### src/rtl/pp_raster_pkg.sv
// Shared constants and types for the raster address generator.
package pp_raster_pkg;

    localparam int unsigned DIM_W   = 11;
    localparam int unsigned ADDR_W  = 2 * DIM_W;
    localparam int unsigned MUL_LAT = 3;

    typedef enum logic [1:0] {
        StIdle,
        StGen,
        StDrain
    } state_e;

    // Side-pipe entry travelling alongside the row-base multiply.
    typedef struct packed {
        logic             valid;
        logic [DIM_W-1:0] row;
        logic [DIM_W-1:0] col;
        logic             last;
    } side_t;

endpackage

### src/rtl/pp_pipeline_accel_raster_addr_gen_if.sv
// Address-beat stream: valid/ready handshake plus address, coordinates and last flag.
interface pp_pipeline_accel_raster_addr_gen_if;
    import pp_raster_pkg::*;

    logic              m_valid;
    logic              m_ready;
    logic [ADDR_W-1:0] m_addr;
    logic [DIM_W-1:0]  m_row;
    logic [DIM_W-1:0]  m_col;
    logic              m_last;

    modport master (
        output m_valid,
        output m_addr,
        output m_row,
        output m_col,
        output m_last,
        input  m_ready
    );

    modport slave (
        input  m_valid,
        input  m_addr,
        input  m_row,
        input  m_col,
        input  m_last,
        output m_ready
    );

endinterface

### src/rtl/pp_raster_row_mul.sv
// Three-stage unsigned DIM_W x DIM_W multiplier with clock enable.
// Stages: input registers, product register, output register. Datapath has no reset.
module pp_raster_row_mul
    import pp_raster_pkg::*;
(
    input  logic              clk_i,
    input  logic              ce_i,
    input  logic [DIM_W-1:0]  a_i,
    input  logic [DIM_W-1:0]  b_i,
    output logic [ADDR_W-1:0] p_o
);

    logic [DIM_W-1:0]  a_q;
    logic [DIM_W-1:0]  b_q;
    logic [ADDR_W-1:0] prod_q;
    logic [ADDR_W-1:0] out_q;

    // All stages advance together on ce and hold otherwise.
    always_ff @(posedge clk_i) begin
        if (ce_i) begin
            a_q    <= a_i;
            b_q    <= b_i;
            prod_q <= ADDR_W'(a_q) * ADDR_W'(b_q);
            out_q  <= prod_q;
        end
    end

    assign p_o = out_q;

endmodule

### src/rtl/pp_pipeline_accel_raster_addr_gen.sv
// Raster-scan address generator: walks row/col of a width x height frame and emits
// addr = row*width + col as a valid/ready stream with last and done flags.
// Optional macro PP_RASTER_ADDR_PITCH_EN adds a pitch input used as the row multiplier.
module pp_pipeline_accel_raster_addr_gen
    import pp_raster_pkg::*;
(
    input  logic                 ap_clk,
    input  logic                 ap_rst,
    input  logic                 start,
    input  logic [DIM_W-1:0]     width,
    input  logic [DIM_W-1:0]     height,
`ifdef PP_RASTER_ADDR_PITCH_EN
    input  logic [DIM_W-1:0]     pitch,
`endif
    output logic                 busy,
    output logic                 done,
    pp_pipeline_accel_raster_addr_gen_if.master m
);

    state_e           state_q, state_d;
    logic [DIM_W-1:0] width_q, width_d;
    logic [DIM_W-1:0] height_q, height_d;
    logic [DIM_W-1:0] row_q, row_d;
    logic [DIM_W-1:0] col_q, col_d;
    logic             done_q, done_d;
    logic [DIM_W-1:0] mul_b;
`ifdef PP_RASTER_ADDR_PITCH_EN
    logic [DIM_W-1:0] pitch_q, pitch_d;
`endif

    side_t             side_q [MUL_LAT];
    side_t             issue;
    side_t             out_s;
    logic              adv;
    logic              is_last;
    logic              col_wrap;
    logic [ADDR_W-1:0] mul_p;

    // Whole pipeline (counters, side pipe, multiplier) stalls only on a refused beat.
    assign adv      = !(m.m_valid && !m.m_ready);
    assign col_wrap = (col_q == width_q - DIM_W'(1));
    assign is_last  = col_wrap && (row_q == height_q - DIM_W'(1));

    // Next-state, counter stepping and issue into the multiply pipeline.
    always_comb begin
        state_d  = state_q;
        width_d  = width_q;
        height_d = height_q;
        row_d    = row_q;
        col_d    = col_q;
        done_d   = 1'b0;
        issue    = '0;
`ifdef PP_RASTER_ADDR_PITCH_EN
        pitch_d  = pitch_q;
`endif
        unique case (state_q)
            StIdle: begin
                if (start) begin
                    if (width != '0 && height != '0) begin
                        width_d  = width;
                        height_d = height;
`ifdef PP_RASTER_ADDR_PITCH_EN
                        pitch_d  = pitch;
`endif
                        row_d    = '0;
                        col_d    = '0;
                        state_d  = StGen;
                    end else begin
                        // Empty frame: finish immediately without any beats.
                        done_d = 1'b1;
                    end
                end
            end
            StGen: begin
                if (adv) begin
                    issue.valid = 1'b1;
                    issue.row   = row_q;
                    issue.col   = col_q;
                    issue.last  = is_last;
                    if (is_last) begin
                        state_d = StDrain;
                    end else if (col_wrap) begin
                        col_d = '0;
                        row_d = row_q + DIM_W'(1);
                    end else begin
                        col_d = col_q + DIM_W'(1);
                    end
                end
            end
            StDrain: begin
                if (m.m_valid && m.m_ready && m.m_last) begin
                    done_d  = 1'b1;
                    state_d = StIdle;
                end
            end
            default: state_d = StIdle;
        endcase
    end

    // Control and counter state registers.
    always_ff @(posedge ap_clk) begin
        if (ap_rst) begin
            state_q  <= StIdle;
            width_q  <= '0;
            height_q <= '0;
            row_q    <= '0;
            col_q    <= '0;
            done_q   <= 1'b0;
`ifdef PP_RASTER_ADDR_PITCH_EN
            pitch_q  <= '0;
`endif
        end else begin
            state_q  <= state_d;
            width_q  <= width_d;
            height_q <= height_d;
            row_q    <= row_d;
            col_q    <= col_d;
            done_q   <= done_d;
`ifdef PP_RASTER_ADDR_PITCH_EN
            pitch_q  <= pitch_d;
`endif
        end
    end

    // Side pipe matching the multiplier latency; bubbles carry valid=0.
    always_ff @(posedge ap_clk) begin
        if (ap_rst) begin
            for (int unsigned i = 0; i < MUL_LAT; i++) begin
                side_q[i] <= '0;
            end
        end else if (adv) begin
            side_q[0] <= issue;
            for (int unsigned i = 1; i < MUL_LAT; i++) begin
                side_q[i] <= side_q[i-1];
            end
        end
    end

`ifdef PP_RASTER_ADDR_PITCH_EN
    assign mul_b = pitch_q;
`else
    assign mul_b = width_q;
`endif

    pp_raster_row_mul u_row_mul (
        .clk_i (ap_clk),
        .ce_i  (adv),
        .a_i   (issue.row),
        .b_i   (mul_b),
        .p_o   (mul_p)
    );

    assign out_s = side_q[MUL_LAT-1];

    assign m.m_valid = out_s.valid;
    assign m.m_row   = out_s.row;
    assign m.m_col   = out_s.col;
    assign m.m_last  = out_s.last;
    // Multiplier datapath is unreset, so mask the address when no beat is present.
    assign m.m_addr  = out_s.valid ? (mul_p + ADDR_W'(out_s.col)) : '0;

    assign busy = (state_q != StIdle);
    assign done = done_q;

endmodule

### src/flat_wrapper.sv
// flat-port wrapper written by rule: the top's interface ports become plain ports
module pp_pipeline_accel_raster_addr_gen_flat import pp_raster_pkg::*;
  (ap_clk, ap_rst, start, width, height, busy, done, m_m_valid, m_m_addr, m_m_row, m_m_col, m_m_last, m_m_ready);
  pp_pipeline_accel_raster_addr_gen_if m_i ();
  input  logic ap_clk;
  input  logic ap_rst;
  input  logic start;
  input  logic [DIM_W-1:0] width;
  input  logic [DIM_W-1:0] height;
  output logic busy;
  output logic done;
  output wire logic [$bits(m_i.m_valid)-1:0] m_m_valid;
  output wire logic [$bits(m_i.m_addr)-1:0] m_m_addr;
  output wire logic [$bits(m_i.m_row)-1:0] m_m_row;
  output wire logic [$bits(m_i.m_col)-1:0] m_m_col;
  output wire logic [$bits(m_i.m_last)-1:0] m_m_last;
  input wire logic [$bits(m_i.m_ready)-1:0] m_m_ready;
  assign m_m_valid = m_i.m_valid;
  assign m_m_addr = m_i.m_addr;
  assign m_m_row = m_i.m_row;
  assign m_m_col = m_i.m_col;
  assign m_m_last = m_i.m_last;
  assign m_i.m_ready = m_m_ready;
  pp_pipeline_accel_raster_addr_gen u_core (.ap_clk(ap_clk), .ap_rst(ap_rst), .start(start), .width(width), .height(height), .busy(busy), .done(done), .m(m_i));
endmodule
### config.mk
export PLATFORM = sky130hd
export DESIGN_NAME = pp_pipeline_accel_raster_addr_gen_flat
export DESIGN_NICKNAME = d
export VERILOG_FILES = /design/src/rtl/pp_raster_pkg.sv /design/src/rtl/pp_pipeline_accel_raster_addr_gen_if.sv /design/src/rtl/pp_raster_row_mul.sv /design/src/rtl/pp_pipeline_accel_raster_addr_gen.sv /design/src/flat_wrapper.sv
export SDC_FILE = /design/constraint.sdc
export NUM_CORES = 1
export LEC_CHECK = 0
export CORE_MARGIN = 10
export CORE_UTILIZATION = 48
export DETAILED_ROUTE_END_ITERATION = 8
export PLACE_DENSITY_LB_ADDON = 0.2
export SLEW_MARGIN = 25
export SYNTH_ARGS = -nofsm -noshare
export SYNTH_HDL_FRONTEND = slang
export SYNTH_HIERARCHICAL = 1
export SYNTH_SLANG_ARGS = --single-unit
### constraint.sdc
create_clock -name ap_clk -period 6.7 [get_ports ap_clk]
set_input_delay 0.67 -clock ap_clk [delete_from_list [all_inputs] [get_ports ap_clk]]
set_output_delay 0.67 -clock ap_clk [all_outputs]
set_load 0.02 [all_outputs]
Word level (Yosys, flattened, before mapping)
Memories as Yosys holds them, arrays and structs flattened.
Index checks and enable logic that the tools add are counted.
Operators by class
  $mul: 1
  equality and inequality tests: 11
  bitwise logic cells: 3
  multiplexer cells: 31
  reduce and logical (&&, ||, !) cells: 15
  add/subtract/negate cells: 5
Operators with widths (number)
  $mux W24: 5
  $mux W11: 8
  $pmux W11 S2: 2
  $add A11 B1 Y11 const B: 2
  $add A22 B11 Y22: 1
  $eq A11 B11 Y1: 2
  $mul A11 B11 Y22: 1
  $mux W22: 1
  $reduce_bool A11 Y1: 2
  $sub A11 B1 Y11 const B: 2
  $mux W2: 5
  $reduce_and A5 Y1: 2
  $mux W1: 8
  $ne A2 B1 Y1 const B: 4
  $ne A2 B2 Y1 const B: 3
  $pmux W2 S3: 1
  $reduce_and A6 Y1: 1
  $logic_and A1 B1 Y1: 5
  $reduce_bool A2 Y1: 2
  $or A1 B1 Y1: 3
  $reduce_and A3 Y1: 1
  $eq A2 B1 Y1 const B: 1
  $eq A2 B2 Y1 const B: 1
  $logic_not A2 Y1: 1
  2 further kinds: 2
Storage, ports and cells
  memories: 1
  RAM bits: 72
  word-level logic and storage cells: 77
  bits of input ports: 26
  output and inout bits: 48
  bits in registers: 113
Memory list
  u_core.side_q: depth 3, width 24, read ports 3, clocked after Yosys merged registers in 0, write ports 3, RTL line pp_pipeline_accel_raster_addr_gen.sv:31  | side_t side_q [MUL_LAT];

Depth between registers and ports, before layout
Gate-level depths: netlist (run 1).
  word-level depth: 6
  depth in mapped cells: 19
  mapped depth without buffers: 18

Cells and area by module
Netlist (run 1), hierarchy kept.
By module, submodules not included
  pp_pipeline_accel_raster_addr_gen: times used 1, cells an instance 667, area an instance 6596.3 sq um, sequential area each 3103.0 sq um
  pp_raster_row_mul: times used 1, cells an instance 558, area an instance 6143.4 sq um, sequential area each 1981.9 sq um

Worst setup path before layout (run 1)
OpenSTA, ideal clock, no wires.
  path kind: flip-flop to flip-flop
  from: reg u_core.u_row_mul.b_q[2]
  to: reg u_core.u_row_mul.prod_q[21] (data pin)
  data arrival time: 4452 ps
  path slack: 1986 ps
  library setup time: 262 ps
  clock period less this slack: 4714 ps
  cell stages (with the launch flop): 20
  data required time: 6438 ps
  path buffers: 1
  path through: edfxtp_1 clkbuf_1 nand2_1 fa_1 inv_1 fa_1 inv_1 fa_1 inv_1 fa_1 inv_1 fa_1 inv_1 ha_1 nand2_1 a21boi_2 o21ai_4 a21oi_4 mux2i_1 nor3b_2
On the way
  cells in the longest elaborated chain, start to end: 1
Ends and longest elaborated chain
  start: declaration: RTL line pp_raster_row_mul.sv:14  | logic [DIM_W-1:0] b_q;
  start signal: assignment: RTL line pp_raster_row_mul.sv:22  | b_q <= b_i;
  $mul A11 B11 Y22: RTL line pp_raster_row_mul.sv:23  | prod_q <= ADDR_W'(a_q) * ADDR_W'(b_q);
  end signal: assignment: RTL line pp_raster_row_mul.sv:23
  end: declaration: RTL line pp_raster_row_mul.sv:15  | logic [ADDR_W-1:0] prod_q;
No other way between the ends.
A chain may end at the register's enable or synchronous reset.

Worst setup path after layout (run 1)
  from: reg u_core.u_row_mul.a_q[5]
  to: reg u_core.u_row_mul.prod_q[15] (data pin)
On the way
  cells in the longest elaborated chain, start to end: 1
Ends and longest elaborated chain
  start: declaration: RTL line pp_raster_row_mul.sv:13  | logic [DIM_W-1:0] a_q;
  start signal: assignment: RTL line pp_raster_row_mul.sv:21  | a_q <= a_i;
  $mul A11 B11 Y22: RTL line pp_raster_row_mul.sv:23
No other way between the ends.

==> results.md, run 1 <==
| Group | Parameter | This run |
|:---|:---|:---|
| cells and area | Ratio of cells with drive above 1 in the final layout | 6.126% |
| placed design | Final weighted congestion in routability-driven placement | 0.8524 |
| sta | Max-slew violation count | 0 |
| sta | Post-route worst setup slack | 1.754 ns |
| logic synthesis | Number of enable-type register cells in the synthesized netlist | 138 |
| setup path | Cell repeated most along the worst path | sky130_fd_sc_hd__fa_1 |
| route | DR DRC count | 0 |
| logic synthesis | Number of different library cells in the post-synthesis netlist | 75 |
| global routing | Total routing usage reported by global routing | 15.74% |
| placed design | IO Port Bufs | 73 |
| pwr | Cell area power density | 198.6 mW/mm2 |
| cells and area | Synth-to-layout area growth | 11.65% |
| setup path | Start-to-end type of the worst setup path | flip-flop to flip-flop |
| setup path | Worst Reg-to-Reg Cells | 17 |
| logic synthesis | Net count of the mapped netlist | 1407 |
| setup path | Data required time of the worst path | 6.88 ns |
| min path | Hold Startpoint | u_core/u_row_mul/prod_q[5]$_DFFE_PP_ |
| setup path | List of cells traversed by the critical path | and2_1 -> fa_1 -> inv_1 -> fa_1 -> inv_1 -> fa_1 -> fa_1 -> inv_1 -> fa_1 -> inv_1 -> ha_1 -> a21oi_2 -> nand2_1 -> o21ai_4 -> o21bai_1 -> a21oi_1 -> xnor2_1 |
| global routing | Antenna violations before repair | 0 |
| pwr | Overall power after layout | 0.002824 W |
| sta | Final Cycle Share | 73.82% |
| sta | Slew of the pin with the lowest slew margin | 0.9470 ns |
| logic synthesis | Yosys top cell by area | sky130_fd_sc_hd__edfxtp_1 |
| cts | Number of buffers added for setup after CTS | 0 |
| cts | Num CTS Buffers | 17 |
| placed design | Placement-stage worst setup slack | 1.741 ns |
| cts | Post-cts resize count | 0 |
| cts | CTS clk-pin slew, worst paths | 0.08 ns |
| setup path | Critical Path Sink Type | flip-flop |
| setup path | Launching point of the worst reg2reg path | u_core/u_row_mul/a_q[5]$_DFFE_PP_ |
| route | Post-route antenna net violation count | 0 |
| global routing | Maximum number of pins on one net before global-route repair | 77 |
| sta | Max-Slew Margin vs Limit | 36.86% |
| route | DR vias/cell | 5.339 |
| floorplanning | Floorplan Core Area | 0.02606 mm2 |
| pwr | VDD IR max | 139.7 uV |
| route | Vias after detailed routing | 8499 |
| sta | Final setup skew | 0.01247 ns |
| setup path | Worst R2R Setup Slack | 1.75 ns |
| sta | Number of setup violations in the final report | 0 |
| route | Detailed-router iteration count before antenna repair | 5 |
| logic synthesis | Asr flop ratio synth | 0% |
| setup path | WP buf/inv | 4 |
| floorplanning | Effective utilization at floorplan | 48.89% |
| status | Result of the run | finished clean |
| route | Final wirelength | 25900 um |
| setup path | Crit path max-delay family | adder cells |
| global routing | Wire length of the first global-routing pass | 43370 um |
| placed design | HPWL reported at the end of detailed placement | 19460 um |
| route | Starting DRC count in detailed routing | 478 |
| floorplanning | Width of the die | 182.9 um |
| cells and area | Final Net Count | 1426 |
| min path | Min-Delay Path Class | flip-flop to flip-flop |
| cells and area | Filler Cell Count | 2322 |
| logic synthesis | Number of synthesized register bits | 185 |
| global routing | Vias in the first global route | 8383 |
| cells and area | Most used cells in the layout excluding fill and tap cells | sky130_fd_sc_hd__and2_1 (149), sky130_fd_sc_hd__edfxtp_1 (138), sky130_fd_sc_hd__inv_1 (121), sky130_fd_sc_hd__nand2_1 (99), sky130_fd_sc_hd__fa_1 (81) |
| sta | Setup TNS | 0 ns |
| floorplanning | Die footprint | 0.03346 mm2 |
| logic synthesis | Primary FF master, synth | sky130_fd_sc_hd__edfxtp_1 |
| run | Maxcap violations | 0 |
| cells and area | Most common cell after layout, fill and taps aside | sky130_fd_sc_hd__and2_1 |
| logic synthesis | Top area cells in the synthesized netlist | sky130_fd_sc_hd__edfxtp_1 (33%), sky130_fd_sc_hd__fa_1 (13%), sky130_fd_sc_hd__dfxtp_1 (7.4%), sky130_fd_sc_hd__ha_1 (7.4%), sky130_fd_sc_hd__and2_1 (7.3%) |
| placed design | Placed insts | 1560 |
| logic synthesis | Cells after synthesis | 1225 |
| cts | Buffer depth of the longest clock path | 2 |
| sta | Maximum clock rate | 0.2022 GHz |
| cells and area | End-of-flow core utilization | 54.58% |
| floorplanning | Top-level port count | 74 |
| setup path | Worst Setup Start Kind | flip-flop |
| floorplanning | Die Y-Extent | 182.9 um |
| cells and area | Number of diodes | 0 |
| logic synthesis | Number of warning messages in the yosys log | 6 |
| global routing | Remaining Overflow, GRT | 0 |
| cts | Clock root buffer | sky130_fd_sc_hd__clkbuf_16 |
| sta | Post-route minimum period | 4.946 ns |
| pwr | LEAKAGE | 6.182 nW |
| cts | Hold Buf Count CTS | 0 |
| floorplanning | Floorplan row count | 59 |
| sta | RSZ-0062 raised after global routing | no |
| cts | Clock latency on the worst-skew pair | 0.44 ns |
| setup path | Crit-path max cell delay | 0.55 ns |
| cts | CTS H-tree lvls | 4 |
| setup path | Worst flop-to-flop path endpoint | u_core/u_row_mul/prod_q[15]$_DFFE_PP_ |
| setup path | Worst endpoint data arrival time | 5.13 ns |
| setup path | End point of the critical path | u_core/u_row_mul/prod_q[15]$_DFFE_PP_ |
| route | Routed len/inst | 16.27 um |
| setup path | Crit path max-delay cell type | sky130_fd_sc_hd__edfxtp_1 |
| setup path | Critical path peak fanout | 11 |
| logic synthesis | Average footprint of a synthesized cell | 10.40 um2 |
| cts | Clock tree from TritonCTS | built |
| logic synthesis | Post-synthesis sequential area ratio | 39.91% |
| sta | Final count of hold timing violations | 0 |
| setup path | Critical path launch point | u_core/u_row_mul/a_q[5]$_DFFE_PP_ |
| logic synthesis | Total standard cell area after synthesis | 0.01274 mm2 |
| cells and area | Final instance count without filler cells | 1592 |
| logic synthesis | Yosys top cell area share | 32.53% |
| cts | TritonCTS Sinks | 185 |
| setup path | Stages on the worst setup path | 17 |
==> routing by layer <==
| layer | wire length [um] | track usage [%] | share of wire [%] |
|---|---|---|---|
| met2 | 11750 | 24.70 | 45 |
| met1 | 12690 | 22.10 | 49 |
| met4 | 326 | 4.325 | 1.3 |
| met5 | 0 | 0 | 0 |
| met3 | 1144 | 2.638 | 4.4 |
==> worst min path at each step <==
stage | depth (start not counted) | endpoint
after detailed placement | 0 | u_core/u_row_mul/p_o[3]$_DFFE_PP_
after global routing | 0 | u_core/u_row_mul/p_o[0]$_DFFE_PP_
after floorplan | 0 | u_core/u_row_mul/p_o[0]$_DFFE_PP_
after CTS | 0 | u_core/u_row_mul/p_o[0]$_DFFE_PP_
final | 0 | u_core/u_row_mul/p_o[5]$_DFFE_PP_
after global placement | 0 | u_core/u_row_mul/p_o[12]$_DFFE_PP_
==> cells by family after synthesis <==
group           synth area share (%)
flops                          39.91
simple gates                   19.40
fa+ha+maj                      20.09
buf+inv                        6.619
compound gates                 8.093
mux                            1.895
xor+xnor                       3.987
==> synth_stat cells, drive strengths merged, types with 7 or more instances <==
library cell,instances
a21o,12
dfxtp,47
o21ai,27
o31ai,12
o21a,7
a21oi,45
a31oi,8
xor2,22
buf,28
and3,17
ha,75
a21boi,9
clkbuf,51
xnor2,36
o211ai,7
nand2b,8
nand4,9
nor4,12
mux2i,23
nor2,68
inv,122
or4,11
nand3,25
and2,149
nand2,99
fa,81
edfxtp,138
or3,15
nor3,20
==> worst reg2reg max path, stage by stage, from the launching register on <==
cell	delay, ns
sky130_fd_sc_hd__edfxtp_1	0.55
sky130_fd_sc_hd__and2_1	0.25
sky130_fd_sc_hd__fa_1	0.53
sky130_fd_sc_hd__inv_1	0.05
sky130_fd_sc_hd__fa_1	0.52
sky130_fd_sc_hd__inv_1	0.05
sky130_fd_sc_hd__fa_1	0.45
sky130_fd_sc_hd__fa_1	0.49
sky130_fd_sc_hd__inv_1	0.05
sky130_fd_sc_hd__fa_1	0.47
sky130_fd_sc_hd__inv_1	0.04
sky130_fd_sc_hd__ha_1	0.33
sky130_fd_sc_hd__a21oi_2	0.21
sky130_fd_sc_hd__nand2_1	0.12
sky130_fd_sc_hd__o21ai_4	0.22
sky130_fd_sc_hd__o21bai_1	0.11
sky130_fd_sc_hd__a21oi_1	0.18
sky130_fd_sc_hd__xnor2_1	0.09
==> flip-flops by register name, indices dropped and copies added (netlist names) <==
register	flops
u_core/u_row_mul/a_q	11
u_core/u_row_mul/p_o	22
u_core/row_q	11
u_core/col_q	11
u_core/done	1
u_core/state_q	2
u_core/side_q	72
u_core/height_q	11
u_core/u_row_mul/prod_q	22
u_core/u_row_mul/b_q	11
u_core/mul_b	11
==> per-stage QoR <==
stage / instance area (um2) / hold slack (ns)
floorplan: 12740 / 0.4003
global placement: 13570 / 0.4012
detailed placement: 13570 / 0.4045
CTS: 14220 / 0.4181
global route: 14220 / 0.4197
finish: 14220 / 0.4172
==> power by group <==
part	leakage [nW]	switching, W	internal, W
clock	0.313	0.000521	0.000556
combinational	3.81	0.000203	0.000160
sequential	2.06	0.0000885	0.00130
==> cell type report <==
| cell class | instances | area [um2] | share of cell area, % |
|---|---|---|---|
| Clock buffer | 17 | 425.4 | 2.991 |
| Tap cell | 335 | 419.2 | 2.947 |
| Clock inverter | 15 | 230.2 | 1.619 |
| Sequential cell | 185 | 5085 | 35.75 |
| Multi-Input combinational cell | 839 | 6830 | 48.02 |
| Inverter | 122 | 457.9 | 3.220 |
| Timing Repair Buffer | 79 | 775.7 | 5.454 |
No activity file was read; power rests on OpenSTA's default activity.
==> run 2: changes to the inputs <==
Clock period 6.7 ns to 4.52 ns, I/O delays scaled along.
==> run 2 against run 1 <==
  * The run now ends with negative setup slack left
  * Clock skew rose by 0.0085 ns
  * Highest routed layer unchanged
  * Final cell count rose by 5.4%
  * Core utilization rose by 3.2 points
  * Sequential share of layout area shrank 2.0 points
  * Critical endpoint is now u_core/u_row_mul/prod_q[20]$_DFFE_PP_
  * Routed wire length down 1.4%
  * Largest power group unchanged
  * Worst hold slack gained 0.0042 ns
  * Die area stayed put
  * Largest cell class unchanged
==> results.md, run 2 (same netlist as run 1, synthesis figures left out) <==
| Group | Parameter | This run |
|:---|:---|:---|
| placed design | HPWL reported at the end of detailed placement | 19330 um |
| pwr | LEAKAGE | 6.615 nW |
| route | DR DRC count | 0 |
| floorplanning | Top-level port count | 74 |
| pwr | Cell area power density | 270.6 mW/mm2 |
| cts | TritonCTS Sinks | 185 |
| global routing | Remaining Overflow, GRT | 0 |
| cts | CTS H-tree lvls | 4 |
| status | Result of the run | finished with violations |
| sta | RSZ-0062 raised after global routing | yes |
| cells and area | Number of diodes | 0 |
| global routing | M2 GR Usage | 25.23% |
| global routing | Maximum number of pins on one net before global-route repair | 78 |
| sta | Final setup skew | 0.02096 ns |
| setup path | Start-to-end type of the worst setup path | flip-flop to flip-flop |
| placed design | IO Port Bufs | 73 |
| cells and area | Max reg flops | 72 |
| cells and area | Final Net Count | 1512 |
| setup path | Worst endpoint data arrival time | 4.85 ns |
| cells and area | Synth-to-layout area growth | 18.20% |
| sta | Number of setup violations in the final report | 11 |
| sta | Setup TNS | -1.140 ns |
| placed design | Final weighted congestion in routability-driven placement | 0.8444 |
| sta | Max-slew violation count | 0 |
| global routing | Antenna violations before repair | 0 |
| setup path | Cell repeated most along the worst path | sky130_fd_sc_hd__fa_1 |
| run | Maxcap violations | 0 |
| cts | Num CTS Buffers | 17 |
| pwr | VDD IR max | 229.0 uV |
| setup path | Data required time of the worst path | 4.70 ns |
| sta | Final Cycle Share | 103.3% |
| cts | Clock root buffer | sky130_fd_sc_hd__clkbuf_16 |
| setup path | List of cells traversed by the critical path | nand2_2 -> fa_1 -> inv_1 -> fa_1 -> inv_2 -> fa_1 -> inv_1 -> fa_1 -> inv_2 -> fa_1 -> inv_2 -> ha_4 -> a21oi_4 -> nand3_2 -> a311oi_2 -> o211ai_2 -> xor2_1 |
| sta | Slew of the pin with the lowest slew margin | 0.9410 ns |
| route | Post-route antenna net violation count | 0 |
| floorplanning | Die Y-Extent | 182.9 um |
| global routing | Met1 GRT Util | 21.24% |
| global routing | Global routing usage on met3 | 2.539% |
| sta | Post-route minimum period | 4.669 ns |
| global routing | Total routing usage reported by global routing | 15.58% |
| global routing | Wire length of the first global-routing pass | 43330 um |
| global routing | Vias in the first global route | 8700 |
| route | DR vias/cell | 5.192 |
| setup path | Worst Setup Start Kind | flip-flop |
| floorplanning | Floorplan row count | 59 |
| route | Vias after detailed routing | 8712 |
| route | Detailed-router iteration count before antenna repair | 5 |
| floorplanning | Die footprint | 0.03346 mm2 |
| setup path | Crit path max-delay cell type | sky130_fd_sc_hd__fa_1 |
| setup path | Crit-path max cell delay | 0.53 ns |
| cts | Clock latency on the worst-skew pair | 0.43 ns |
| cts | Hold Buf Count CTS | 0 |
| cells and area | Largest register by flop count | u_core/side_q |
| sta | Post-route worst setup slack | -0.1487 ns |
| cells and area | Most used cells in the layout excluding fill and tap cells | sky130_fd_sc_hd__and2_1 (144), sky130_fd_sc_hd__edfxtp_1 (138), sky130_fd_sc_hd__inv_1 (113), sky130_fd_sc_hd__nand2_1 (94), sky130_fd_sc_hd__buf_4 (81) |
| setup path | Critical Path Sink Type | flip-flop |
| floorplanning | Floorplan Core Area | 0.02606 mm2 |
| setup path | Critical path peak fanout | 5 |
| pwr | Overall power after layout | 0.004075 W |
| sta | Final count of hold timing violations | 0 |
| route | Routed len/inst | 15.22 um |
| global routing | Global-route layer with the greatest usage | met2 |
| sta | Max-Slew Margin vs Limit | 37.27% |
| cells and area | Filler Cell Count | 2238 |
| cts | CTS clk-pin slew, worst paths | 0.07 ns |
| cts | Clock tree from TritonCTS | built |
| status | Failing checks | negative setup slack |
| cells and area | Ratio of cells with drive above 1 in the final layout | 15.12% |
| placed design | Placed insts | 1627 |
| cells and area | Final instance count without filler cells | 1678 |
| route | Starting DRC count in detailed routing | 633 |
| floorplanning | Width of the die | 182.9 um |
| route | Final wirelength | 25540 um |
| min path | Min-Delay Path Class | flip-flop to flip-flop |
| sta | Maximum clock rate | 0.2142 GHz |
| cts | Buffer depth of the longest clock path | 2 |
| floorplanning | Effective utilization at floorplan | 48.89% |
| cells and area | Most common cell after layout, fill and taps aside | sky130_fd_sc_hd__and2_1 |
## run 2: changes by cell type in the layout (fill, tap and decap cells not counted), sizes merged
cell	change
buf	+86
clkinv	-1
clkbuf	+1
bufinv	-1
inv	+1
## run 2: path summary, 6_finish.rpt
check | slack (ns) | end | startpoint | cells past startpoint
min reg2reg | 0.42 | u_core/u_row_mul/p_o[14]$_DFFE_PP_ | u_core/u_row_mul/prod_q[14]$_DFFE_PP_ | 0
min | 0.42 | u_core/u_row_mul/p_o[14]$_DFFE_PP_ | u_core/u_row_mul/prod_q[14]$_DFFE_PP_ | 0
max | -0.15 | u_core/u_row_mul/prod_q[20]$_DFFE_PP_ | u_core/u_row_mul/b_q[2]$_DFFE_PP_ | 17
max reg2reg | -0.15 | u_core/u_row_mul/prod_q[20]$_DFFE_PP_ | u_core/u_row_mul/b_q[2]$_DFFE_PP_ | 17
## run 2: metrics by stage
stage / cell area, um2 / setup WS (ns) / util, % / hold WS [ns]
floorplan: 12820 / -0.04044 / - / 0.4003
global placement: 14120 / -0.1080 / 54.17 / 0.4002
detailed placement: 14120 / -0.1737 / 54.17 / 0.4045
CTS: 14830 / -0.1442 / 56.90 / 0.4223
global route: 15060 / -0.3857 / 57.79 / 0.4264
finish: 15060 / -0.1487 / 57.79 / 0.4214
## run 2: power breakdown
| part | total, W | internal, W | switching [W] |
|---|---|---|---|
| registers | 0.00203 | 0.00192 | 0.000107 |
| clock network | 0.00141 | 0.000728 | 0.000678 |
| logic | 0.000640 | 0.000301 | 0.000340 |
| total | 0.00407 | 0.00295 | 0.00112 |
## run 2: worst max-delay path: cells and delay by family (launching register included)
| kind | cells | cell delay (ns) |
|---|---|---|
| fa+ha+maj | 6 | 2.75 |
| xor+xnor | 1 | 0.15 |
| simple gates | 2 | 0.22 |
| buf+inv | 5 | 0.23 |
| flops | 1 | 0.48 |
| compound gates | 3 | 0.60 |
## run 2: what timing repair did
item,4_1_cts,5_1_grt
setup endpoints to repair,13,22
buffers inserted,7,12
pin swaps,29,31
endpoints found under the hold margin,0,0
gates resized for setup,20,35
## run 2: per-layer routing
metal	wire [um]	vias to the layer above
li1	-	4337
met1	12270	4171
met2	11840	181
met3	1081	23
met4	348	0
met5	0	-
## run 2: area by class of cell
| type | instances | area, um2 | area share [%] |
|---|---|---|---|
| multi-input combinational | 839 | 7072 | 46.96 |
| sequential | 185 | 5085 | 33.77 |
| timing repair buffer | 165 | 1463 | 9.713 |
| inverter | 122 | 457.9 | 3.041 |
| clock buffer | 18 | 429.2 | 2.850 |
| tap | 335 | 419.2 | 2.784 |
| clock inverter | 14 | 132.6 | 0.8808 |
